[src/rtl/seq_pkg.sv]
// seq_pkg: shared state codes and default sizes
// for the serial pattern transmitter family.
package seq_pkg;

   typedef logic [1:0] state_t;

   localparam state_t ST_IDLE  = 2'b00;
   localparam state_t ST_SHIFT = 2'b01;
   localparam state_t ST_GAP   = 2'b10;
   localparam state_t ST_DONE  = 2'b11;

   localparam int DEF_MAX_LEN = 8;
   localparam int DEF_LEN_W   = 4;
   localparam int DEF_REP_W   = 4;

endpackage

[src/rtl/seq_piso.sv]
// seq_piso: parallel-in serial-out register.
// Pattern is left-aligned on load so the current bit is always the MSB.
module seq_piso
   import seq_pkg::*;
#(
   parameter int MAX_LEN = DEF_MAX_LEN,
   parameter int LEN_W   = DEF_LEN_W
) (
   input  logic               clk,
   input  logic               rstn,
   input  logic               load,
   input  logic               shift,
   input  logic [MAX_LEN-1:0] data,
   input  logic [LEN_W-1:0]   len,
   output logic               q
);

   localparam logic [LEN_W-1:0] MAX_LEN_L = LEN_W'(MAX_LEN);

   logic [MAX_LEN-1:0] sreg;
   logic [LEN_W-1:0]   pad;

   // Bit len-1 of the pattern lands in the top position.
   always_comb begin
      pad = MAX_LEN_L - len;
   end

   // Load takes priority; shifting moves the next bit into the MSB.
   always_ff @(posedge clk or negedge rstn) begin
      if (!rstn) begin
         sreg <= '0;
      end else if (load) begin
         sreg <= data << pad;
      end else if (shift) begin
         sreg <= sreg << 1;
      end
   end

   assign q = sreg[MAX_LEN-1];

endmodule

[src/rtl/seq_pattern_tx.sv]
// seq_pattern_tx: sends a latched pattern MSB-first on x,
// repeated pat_rep+1 times with optional idle gaps between copies.
module seq_pattern_tx
   import seq_pkg::*;
#(
   parameter int   MAX_LEN  = DEF_MAX_LEN,
   parameter int   LEN_W    = DEF_LEN_W,
   parameter int   REP_W    = DEF_REP_W,
   parameter int   GAP      = 0,
   parameter logic IDLE_BIT = 1'b0
) (
   input  logic               clk,
   input  logic               rstn,
   input  logic [MAX_LEN-1:0] pat_data,
   input  logic [LEN_W-1:0]   pat_len,
   input  logic [REP_W-1:0]   pat_rep,
   input  logic               pat_valid,
   output logic               pat_ready,
   output logic               x,
   output logic               x_valid,
   output logic               busy,
   output logic               done,
   output logic               err
);

   localparam logic [LEN_W-1:0] MAX_LEN_L = LEN_W'(MAX_LEN);
   localparam logic [3:0] GAP_M1 =
      (GAP > 0) ? 4'(GAP - 1) : 4'd0;

   state_t state;
   state_t nstate;

   logic [MAX_LEN-1:0] data_q;
   logic [LEN_W-1:0]   len_q;
   logic [REP_W-1:0]   rep_q;
   logic [LEN_W-1:0]   idx_q;
   logic [3:0]         gap_q;
   logic               err_q;

   logic               accept;
   logic               len_bad;
   logic               last_bit;
   logic               rep_more;
   logic               piso_load;
   logic               piso_shift;
   logic [MAX_LEN-1:0] piso_data;
   logic [LEN_W-1:0]   piso_len;
   logic               piso_q;

   // Handshake and counter status decode.
   always_comb begin
      accept   = pat_valid && (state == ST_IDLE);
      len_bad  = (pat_len == '0) || (pat_len > MAX_LEN_L);
      last_bit = (idx_q == '0);
      rep_more = (rep_q != '0);
   end

   // Shift register control: fresh load at accept, reload per repeat.
   always_comb begin
      piso_load  = 1'b0;
      piso_shift = 1'b0;
      piso_data  = data_q;
      piso_len   = len_q;
      if (state == ST_IDLE) begin
         piso_data = pat_data;
         piso_len  = pat_len;
         piso_load = accept && !len_bad;
      end else if (state == ST_SHIFT) begin
         piso_shift = !last_bit;
         piso_load  = last_bit && rep_more;
      end
   end

   seq_piso #(
      .MAX_LEN (MAX_LEN),
      .LEN_W   (LEN_W)
   ) u_piso (
      .clk   (clk),
      .rstn  (rstn),
      .load  (piso_load),
      .shift (piso_shift),
      .data  (piso_data),
      .len   (piso_len),
      .q     (piso_q)
   );

   // State register.
   always_ff @(posedge clk or negedge rstn) begin
      if (!rstn) begin
         state <= ST_IDLE;
      end else begin
         state <= nstate;
      end
   end

   // Next-state logic.
   always_comb begin
      nstate = state;
      unique case (state)
         ST_IDLE: begin
            if (accept) begin
               nstate = len_bad ? ST_DONE : ST_SHIFT;
            end
         end
         ST_SHIFT: begin
            if (last_bit) begin
               if (!rep_more) begin
                  nstate = ST_DONE;
               end else if (GAP > 0) begin
                  nstate = ST_GAP;
               end
            end
         end
         ST_GAP: begin
            if (gap_q == '0) begin
               nstate = ST_SHIFT;
            end
         end
         ST_DONE: begin
            nstate = ST_IDLE;
         end
         default: begin
            nstate = ST_IDLE;
         end
      endcase
   end

   // Request latch plus bit, repeat and gap counters.
   always_ff @(posedge clk or negedge rstn) begin
      if (!rstn) begin
         data_q <= '0;
         len_q  <= '0;
         rep_q  <= '0;
         idx_q  <= '0;
         gap_q  <= '0;
         err_q  <= 1'b0;
      end else begin
         unique case (state)
            ST_IDLE: begin
               if (accept) begin
                  data_q <= pat_data;
                  len_q  <= pat_len;
                  rep_q  <= pat_rep;
                  idx_q  <= pat_len - 1'b1;
                  err_q  <= len_bad;
               end
            end
            ST_SHIFT: begin
               if (!last_bit) begin
                  idx_q <= idx_q - 1'b1;
               end else if (rep_more) begin
                  rep_q <= rep_q - 1'b1;
                  idx_q <= len_q - 1'b1;
                  gap_q <= GAP_M1;
               end
            end
            ST_GAP: begin
               if (gap_q != '0) begin
                  gap_q <= gap_q - 1'b1;
               end
            end
            default: begin
               gap_q <= gap_q;
            end
         endcase
      end
   end

   // Moore outputs decoded from registered state and data.
   always_comb begin
      pat_ready = 1'b0;
      busy      = 1'b1;
      x         = IDLE_BIT;
      x_valid   = 1'b0;
      done      = 1'b0;
      err       = 1'b0;
      unique case (state)
         ST_IDLE: begin
            pat_ready = 1'b1;
            busy      = 1'b0;
         end
         ST_SHIFT: begin
            x       = piso_q;
            x_valid = 1'b1;
         end
         ST_DONE: begin
            done = 1'b1;
            err  = err_q;
         end
         default: begin
            x = IDLE_BIT;
         end
      endcase
   end

endmodule

[config.mk]
export PLATFORM = sky130hd
export DESIGN_NAME = seq_pattern_tx
export DESIGN_NICKNAME = d
export VERILOG_FILES = /design/src/rtl/seq_pkg.sv /design/src/rtl/seq_piso.sv /design/src/rtl/seq_pattern_tx.sv
export SDC_FILE = /design/constraint.sdc
export NUM_CORES = 1
export LEC_CHECK = 0
export CAP_MARGIN = 30
export CORE_UTILIZATION = 61
export CTS_CLUSTER_SIZE = 12
export DETAILED_ROUTE_END_ITERATION = 10
export PLACE_DENSITY = 0.87
export SLEW_MARGIN = 0
export SYNTH_ARGS = -nofsm -noshare
export SYNTH_HDL_FRONTEND = slang
export SYNTH_HIERARCHICAL = 1
export SYNTH_SLANG_ARGS = --single-unit
export TNS_END_PERCENT = 1
[constraint.sdc]
create_clock -name clk -period 6.1 [get_ports clk]
set_input_delay 1.22 -clock clk [delete_from_list [all_inputs] [get_ports clk]]
set_output_delay 1.22 -clock clk [all_outputs]
set_load 0.02 [all_outputs]
# Yosys cells after proc, flatten, opt, wreduce, memory -nomap -nowiden
# Index checks and enable logic that the tools add are counted.
[totals]
regBits = 35
in_bits = 19
out_inout_bits = 6
word_cells = 78
[op_classes]
add_sub_neg = 6
magnitude_cmp = 1
eq_ne = 10
shifts = 1
muxes = 32
n_reduce_logical = 20
[op_table]
columns = ["operator", "n"]
rows = [
  ["two-way mux 4 bit", 10],
  ["two-way mux 8 bit", 3],
  ["one-hot mux 4 bit (2 select lines)", 3],
  ["subtractor 4 x 1 -> 4 bit (second input constant)", 5],
  ["logical NOT 4 bit", 3],
  ["inequality test 2 bit (second input constant)", 6],
  ["AND reduction 4 bit", 3],
  ["two-way mux 1 bit", 10],
  ["two-way mux 2 bit", 5],
  ["one-hot mux 2 bit (4 select lines)", 1],
  ["nonzero test 4 bit", 2],
  ["<< shifter 8 x 4 -> 8 bit", 1],
  ["nonzero test 2 bit", 3],
  ["== test 2 bit (second input constant)", 2],
  ["greater-than comparator 4 bit (second input constant)", 1],
  ["subtractor 4 bit (first input constant)", 1],
  ["logical AND 1 bit", 3],
  ["inequality test 3 bit (second input constant)", 1],
  ["AND reduction 3 bit", 1],
  ["== test 2 x 1 -> 1 bit (second input constant)", 1],
  ["logical NOT 1 bit", 2],
  ["logical NOT 2 bit", 1],
  ["AND reduction 2 bit", 1],
  ["logical OR 1 bit", 1],
]

# Logic depth before layout (Yosys ltp)
# Gate-level depths: netlist of run 1.
[logic_depth]
depth_word = 6
ltp_mapped = 13
ltp_nobuf = 9

# By module
# The synthesis of run 1 kept the hierarchy.
[modules_own_cells]
columns = ["mod", "n_inst", "cells_each", "area_each_um2", "seq_area_each_um2"]
rows = [
  ["seq_pattern_tx", 1, 151, 1585.3, 675.6],
  ["seq_piso", 1, 85, 704.4, 200.2],
]

# Worst setup path before layout of run 1
# No wires, ideal clock.
[synth_timing]
path_type = "input to register"
startpoint = "input pat_len[0]"
endpoint = "register u_piso.sreg[6]"
setup_time_ps = 118
arrival_time_ps = 2838
setup_slack_ps = 3145
path_stages = 10
n_path_buf = 2
cell_sequence = "mux2_2 -> buf_6 -> inv_1 -> ha_1 -> buf_2 -> mux2_2 -> a21oi_1 -> o21ai_1 -> a21oi_1 -> nor2_1"
[synth_between]
elab_chain_len = 6
elab_cells_between_ends = 11
[synth_lines]
columns = ["element", "line_no", "source"]
rows = [
  ["start, declared", "seq_pattern_tx.sv:15", "input logic [LEN_W-1:0] pat_len,"],
  ["branches (longest 6 deep; another with subtractor 4 bit)", "--", ""],
  ["end signal, assigned", "seq_piso.sv:33", "sreg <= data << pad;"],
  ["end signal, assigned", "seq_piso.sv:35", "sreg <= sreg << 1;"],
  ["end, declared", "seq_piso.sv:20", "logic [MAX_LEN-1:0] sreg;"],
]
# Parallel ways; which one is timed is not known.
# A chain may end at the register's enable or synchronous reset.

# Worst setup path after layout of run 1
[layout_timing]
startpoint = "input pat_len[0]"
endpoint = "register u_piso.sreg[6]"
[layout_between]
elab_cells_between_ends = 11
[layout_lines]
columns = ["element", "line_no", "source"]
rows = [
  ["two-way mux 4 bit", "seq_pattern_tx.sv:64", "if (state == ST_IDLE) begin"],
  ["net piso_len[0]", "seq_pattern_tx.sv:47", "logic [LEN_W-1:0] piso_len;"],
  ["subtractor 4 bit", "seq_piso.sv:25", "pad = MAX_LEN_L - len;"],
  ["<< shifter 8 x 4 -> 8 bit", "seq_piso.sv:33", ""],
  ["two-way mux 8 bit", "seq_piso.sv:32", "end else if (load) begin"],
]
# The timed path passes the listed nets, and every way through them passes these cells.

==> results.ini, run 1 <==
[status]
status=completed

[floorplanning]
rows=21
start_util_pct=66.0
boundaryPins=25
die_h_um=63.3
dieArea_um2=4000
core_um2=3470
die_w_um=63.3

[timing]
fin_skew_ns=0.00809
setup_viol=0
slew_viol_final=0
period_minus_slack_ns=3.49
final.setup.tns_ns=0
rsz0062_at_grt=false
tightest_slew_ns=0.673
slew-limit-headroom_pct=55.1
whs_ns=0.492
period_share_pct=57.3
clock.fmax_mhz=286
final_hold_viol_count=0

[finish]
seq_area_um2=876
antenna_cells=0
fillers=252
syn_to_final_growth_pct=15.6
fin_util_pct=76.3
multiInputGateArea_um2=1280
finalInstanceArea_um2=2650
layout.nets=280
drive_gt1_share_pct=19.8

[drt]
viasPerCell=5.88
dr.pass1.iters=4
routedWlPerCell_um=14.6
drc_errors=0
wirelength_um=4430
vias=1782
antenna_left=0
drtIter0Drc=90

[cts]
cts_buffers=5
htree_levels=2
ctsLongestPathBuffers=2
clock_latency_ns=0.29
hold_buffers=0
clock_sinks=35
post_cts_resized=0
path_clk_slew_ns=0.07
root_buffer=clkbuf_8
cts_tree=done
cts_setup_buffers=0

[yosys]
synth_top_area_share_pct=38.3
synth-main-ff-cell=dfrtp_1
syn_nets=260
yosys_register_bits=35
synthArstFlopShare_pct=100
avgSynthCellArea_um2=9.70
synth.distinct_cells=51
syn_area_um2=2290
synth-edff-count=0
synth_top_area_cell=dfrtp_1
synth_warnings=6
netlist_instances=236
ys_top_cells_by_area=dfrtp_1 38%, mux2_2 12%, a21oi_1 4.2%
yosysSeqAreaShare_pct=38.3

[power_and_ir_drop]
pwr-share-comb_pct=52.9
pwr-share-seq_pct=30.3
p_int_mw=0.789
leakagePower_nw=1.13
swShare_pct=38.9
powerDensity_nw_per_um2=487
clockPowerShare_pct=16.8
total_power_mw=1.29
power.switching_mw=0.502
max-vdd-ir-drop_mv=0.264

[min_path]
min_path_type=reg -> reg

[critical_path]
cp_slowest_cell=clkdlybuf4s50_1
crit_required_ns=6.28
path_cells=clkdlybuf4s50_1 -> mux2_2 -> inv_1 -> ha_1 -> mux2_2 -> a21oi_1 -> o21ai_1 -> a21oi_1 -> nor2_1
cp_max_fo=12
cp-start-kind=input pin
setup.worst_path.class=in -> reg
crit_arrival_ns=3.68
endpoint_kind=flop
max_stage_delay_ns=0.53

[global_routing]
grt-ovfl-total=0
grt_pass1_vias=1771
grt_antenna_before_repair=0
grt_start_max_net_pins=36
grt_pass1_wl_um=7910
grt_usage_pct=25.5

[placed_design]
hpwl_um=3150
portBuffers=24
gp_routability_congestion=0.821
place_area_um2=2530

[job]
drv_cap=0

==> power groups by stage <==
stage | Clock [mW] | Sequential (mW) | Combinational [mW]
4_1_cts | 0.222 | 0.390 | 0.676
5_1_grt | 0.227 | 0.406 | 0.757
2_1_floorplan | 0 | 0.372 | 0.559
3_5_place_dp | 0 | 0.395 | 0.665
6_report | 0.217 | 0.391 | 0.682
3_3_place_gp | 0 | 0.391 | 0.643
==> path summary, 6_finish.rpt <==
path / from / end / slack, ns / depth (start not counted)
min reg2reg: err_q / err_q / 0.49 / 1
max reg2reg: state[1] / u_piso/sreg[6] / 2.84 / 9
max: pat_len[0] / u_piso/sreg[6] / 2.61 / 9
max in group asynchronous: rstn / state[0] / 4.45 / 2
min: err_q / err_q / 0.49 / 1
min in group asynchronous: rstn / rep_q[2] / 1.34 / 2
==> metrics by stage <==
stage                     instances  worst slack, ns
after floorplan                 236             3.14
after global placement          295             2.43
after detailed placement        295             2.33
after CTS                       303             2.63
after global routing            303             2.42
final                           303             2.61
==> cells by family (layout without fill, tap and decap cells) <==
kind of cell             Yosys count  after routing  share of synthesized area, %
flip-flops                        35             35                          38.3
adder cells (fa/ha/maj)            5              5                          2.73
AO/OA/AOI/OAI                     52             52                          14.2
XOR/XNOR                           7              7                          3.01
AND/OR/NAND/NOR                   74             74                          17.9
multiplexers                      32             32                          18.0
buffers and inverters             31             52                          5.96
==> synthesized netlist by cell type, types with 4 or more instances <==
library cell and number:
dfrtp_1 35, mux2_2 25, nor2_1 25, a21oi_1 19
inv_1 18, o21ai_0 12, nand2_1 11, nand3_1 8
buf_2 6, ha_1 5, and2_1 4, or3b_1 4
xnor2_1 4
==> cell type report <==
cell class	count	share of cell area [%]
clock inverters	2	1.32
well taps	46	2.17
multi-input cells	170	48.3
flip-flops and latches	35	33.1
clock buffers	6	3.12
inverters	19	2.69
repair buffers	25	9.36
==> registers in the layout (all words and copies together), names as in the netlist <==
| register | flops |
|---|---|
| data_q | 8 |
| u_piso/sreg | 8 |
| gap_q | 4 |
| idx_q | 4 |
| len_q | 4 |
| rep_q | 4 |
| state | 2 |
| err_q | 1 |
==> critical path: cells and delay by family <==
| family | cells | cell delay, ns |
|---|---|---|
| mux | 2 | 0.75 |
| compound gates | 3 | 0.48 |
| buf+inv | 2 | 0.65 |
| fa+ha+maj | 1 | 0.51 |
| simple gates | 1 | 0.06 |
==> metal layers <==
layer | up-vias | wire length, um | part of all wire (%) | track usage [%]
met5 | - | 0 | 0 | 0
met4 | 0 | 70 | 1.6 | 8.81
met3 | 8 | 226 | 5.1 | 5.25
met2 | 51 | 2040 | 46 | 40.9
met1 | 855 | 2090 | 47 | 34.2
li1 | 868 | - | - | -
==> placed cells by master, fill, tap and decap left out, types with 5 or more instances in the layout <==
cell             Yosys  layout
dfrtp_1             35      35
clkbuf_8             0       6
o21ai_0             12      12
nand2_1             11      11
clkdlybuf4s50_1      0      24
mux2_2              25      25
ha_1                 5       5
nand3_1              8       8
a21oi_1             19      19
inv_1               18      18
nor2_1              25      25
(Power assumes the default switching activity.)
==> run 2, diff against run 1 <==
CORE_UTILIZATION = 51   (was 61)
PLACE_DENSITY = 0.78   (was 0.87)
clock period = 2.9 ns   (was 6.1 ns; I/O delays follow)
==> results.ini, run 2 (synthesis results as in run 1) <==
[finish]
syn_to_final_growth_pct=17.8
fillers=380
seq_area_um2=876
layout_commonest_cell=dfrtp_1
multiInputGateArea_um2=1280
finalInstanceArea_um2=2700
drive_gt1_share_pct=21.9
reg_top3=data_q (8), u_piso/sreg (8)
layout.nets=288
layout_common_cells=35 x dfrtp_1, 25 x mux2_2, 25 x nor2_1
antenna_cells=0

[placed_design]
place_area_um2=2600
gp_routability_congestion=0.858
portBuffers=24
hpwl_um=3330

[floorplanning]
boundaryPins=25
die_h_um=69.0
dieArea_um2=4760
rows=24
start_util_pct=53.0
core_um2=4320
die_w_um=69.0

[status]
status=completed

[cts]
path_clk_slew_ns=0.07
post_cts_resized=0
cts_buffers=5
clock_latency_ns=0.29
cts_setup_buffers=0
root_buffer=clkbuf_8
hold_buffers=0
htree_levels=2
clock_sinks=35
cts_tree=done
ctsLongestPathBuffers=2

[power_and_ir_drop]
pwr-share-comb_pct=54.1
clockPowerShare_pct=15.0
p_int_mw=1.62
pwr-share-seq_pct=30.9
swShare_pct=39.0
leakagePower_nw=1.16
power.switching_mw=1.04
max-vdd-ir-drop_mv=0.535
powerDensity_nw_per_um2=984

[global_routing]
grt_pass1_vias=1731
grtUsageMet2_pct=31.4
busiest_layer=met2
globalRouteMet1Util_pct=30.2
grt_pass1_wl_um=8140
grt-ovfl-total=0
grt_start_max_net_pins=36
grt_usage_pct=21.3
grt_antenna_before_repair=0
met3_usage_pct=4.97

[drt]
drtIter0Drc=78
viasPerCell=5.67
drc_errors=0
vias=1798
routedWlPerCell_um=14.4
wirelength_um=4560
antenna_left=0
dr.pass1.iters=4

[timing]
rsz0062_at_grt=false
final.setup.tns_ns=0
whs_ns=0.494
tightest_slew_ns=0.558
period_minus_slack_ns=2.72
setup_viol=0
slew_viol_final=0
slew-limit-headroom_pct=62.7
period_share_pct=93.8
final_hold_viol_count=0
fin_skew_ns=0.00396
clock.fmax_mhz=368

[critical_path]
crit_arrival_ns=2.14
reg2reg_from=state[1]
setup.worst_path.class=reg -> out
timing.rr.end=u_piso/sreg[6]
cp-start-kind=flop
crit_required_ns=2.32
endpoint_kind=output pin
cp_max_fo=13
r2r_cells=9
r2r_slack_ns=0.27

[job]
drv_cap=0

[min_path]
min_path_type=reg -> reg
min_to=err_q
hold_depth=1
min_from=err_q

run 2: layout make-up:
type                            instances  area share (%)
Clock buffer                            8            3.71
Multi-Input combinational cell        170            47.4
Tap cell                               52            2.41
Sequential cell                        35            32.5
Inverter                               19            2.64
Timing Repair Buffer                   33            11.4
run 2: routing by layer:
layer,up-vias,share of wire (%),routed length (um)
li1,888,-,-
met1,856,48,2190
met2,45,46,2110
met3,9,4.0,181
met4,0,1.8,80
met5,-,0,0
run 2: worst max-delay path by stage:
stage	from	end	slack, ns	depth (start not counted)
2_1_floorplan	state[0]	u_piso/sreg[6]	0.06	13
3_3_place_gp	pat_len[1]	u_piso/sreg[6]	0.16	9
3_5_place_dp	pat_len[1]	u_piso/sreg[6]	0.05	9
4_1_cts	state[1]	x	0.18	4
5_1_grt	state[1]	x	0.03	4
6_report	state[1]	x	0.18	4
run 2: power by group through the flow:
stage | clock network (mW) | logic [mW] | registers (mW)
floorplan | 0 | 1.18 | 0.783
global placement | 0 | 1.39 | 0.819
detailed placement | 0 | 1.42 | 0.830
CTS | 0.408 | 1.43 | 0.822
global route | 0.429 | 1.60 | 0.853
finish | 0.399 | 1.44 | 0.821
run 2: stage by stage:
step                cells  total power [mW]  utilization (%)  setup slack [ns]
finish                317              2.66             62.4             0.181
global route          317              2.88             62.4            0.0339
CTS                   317              2.66             62.4             0.176
detailed placement    309              2.25             60.1            0.0467
global placement      309              2.21             60.1             0.165
floorplan             236              1.96                -            0.0647
run 2: critical path, stage by stage (launching register included):
cell and delay [ns]:
dfrtp_1 0.48, nand2b_1 0.33, inv_2 0.27, and2_1 0.18, clkdlybuf4s50_1 0.60
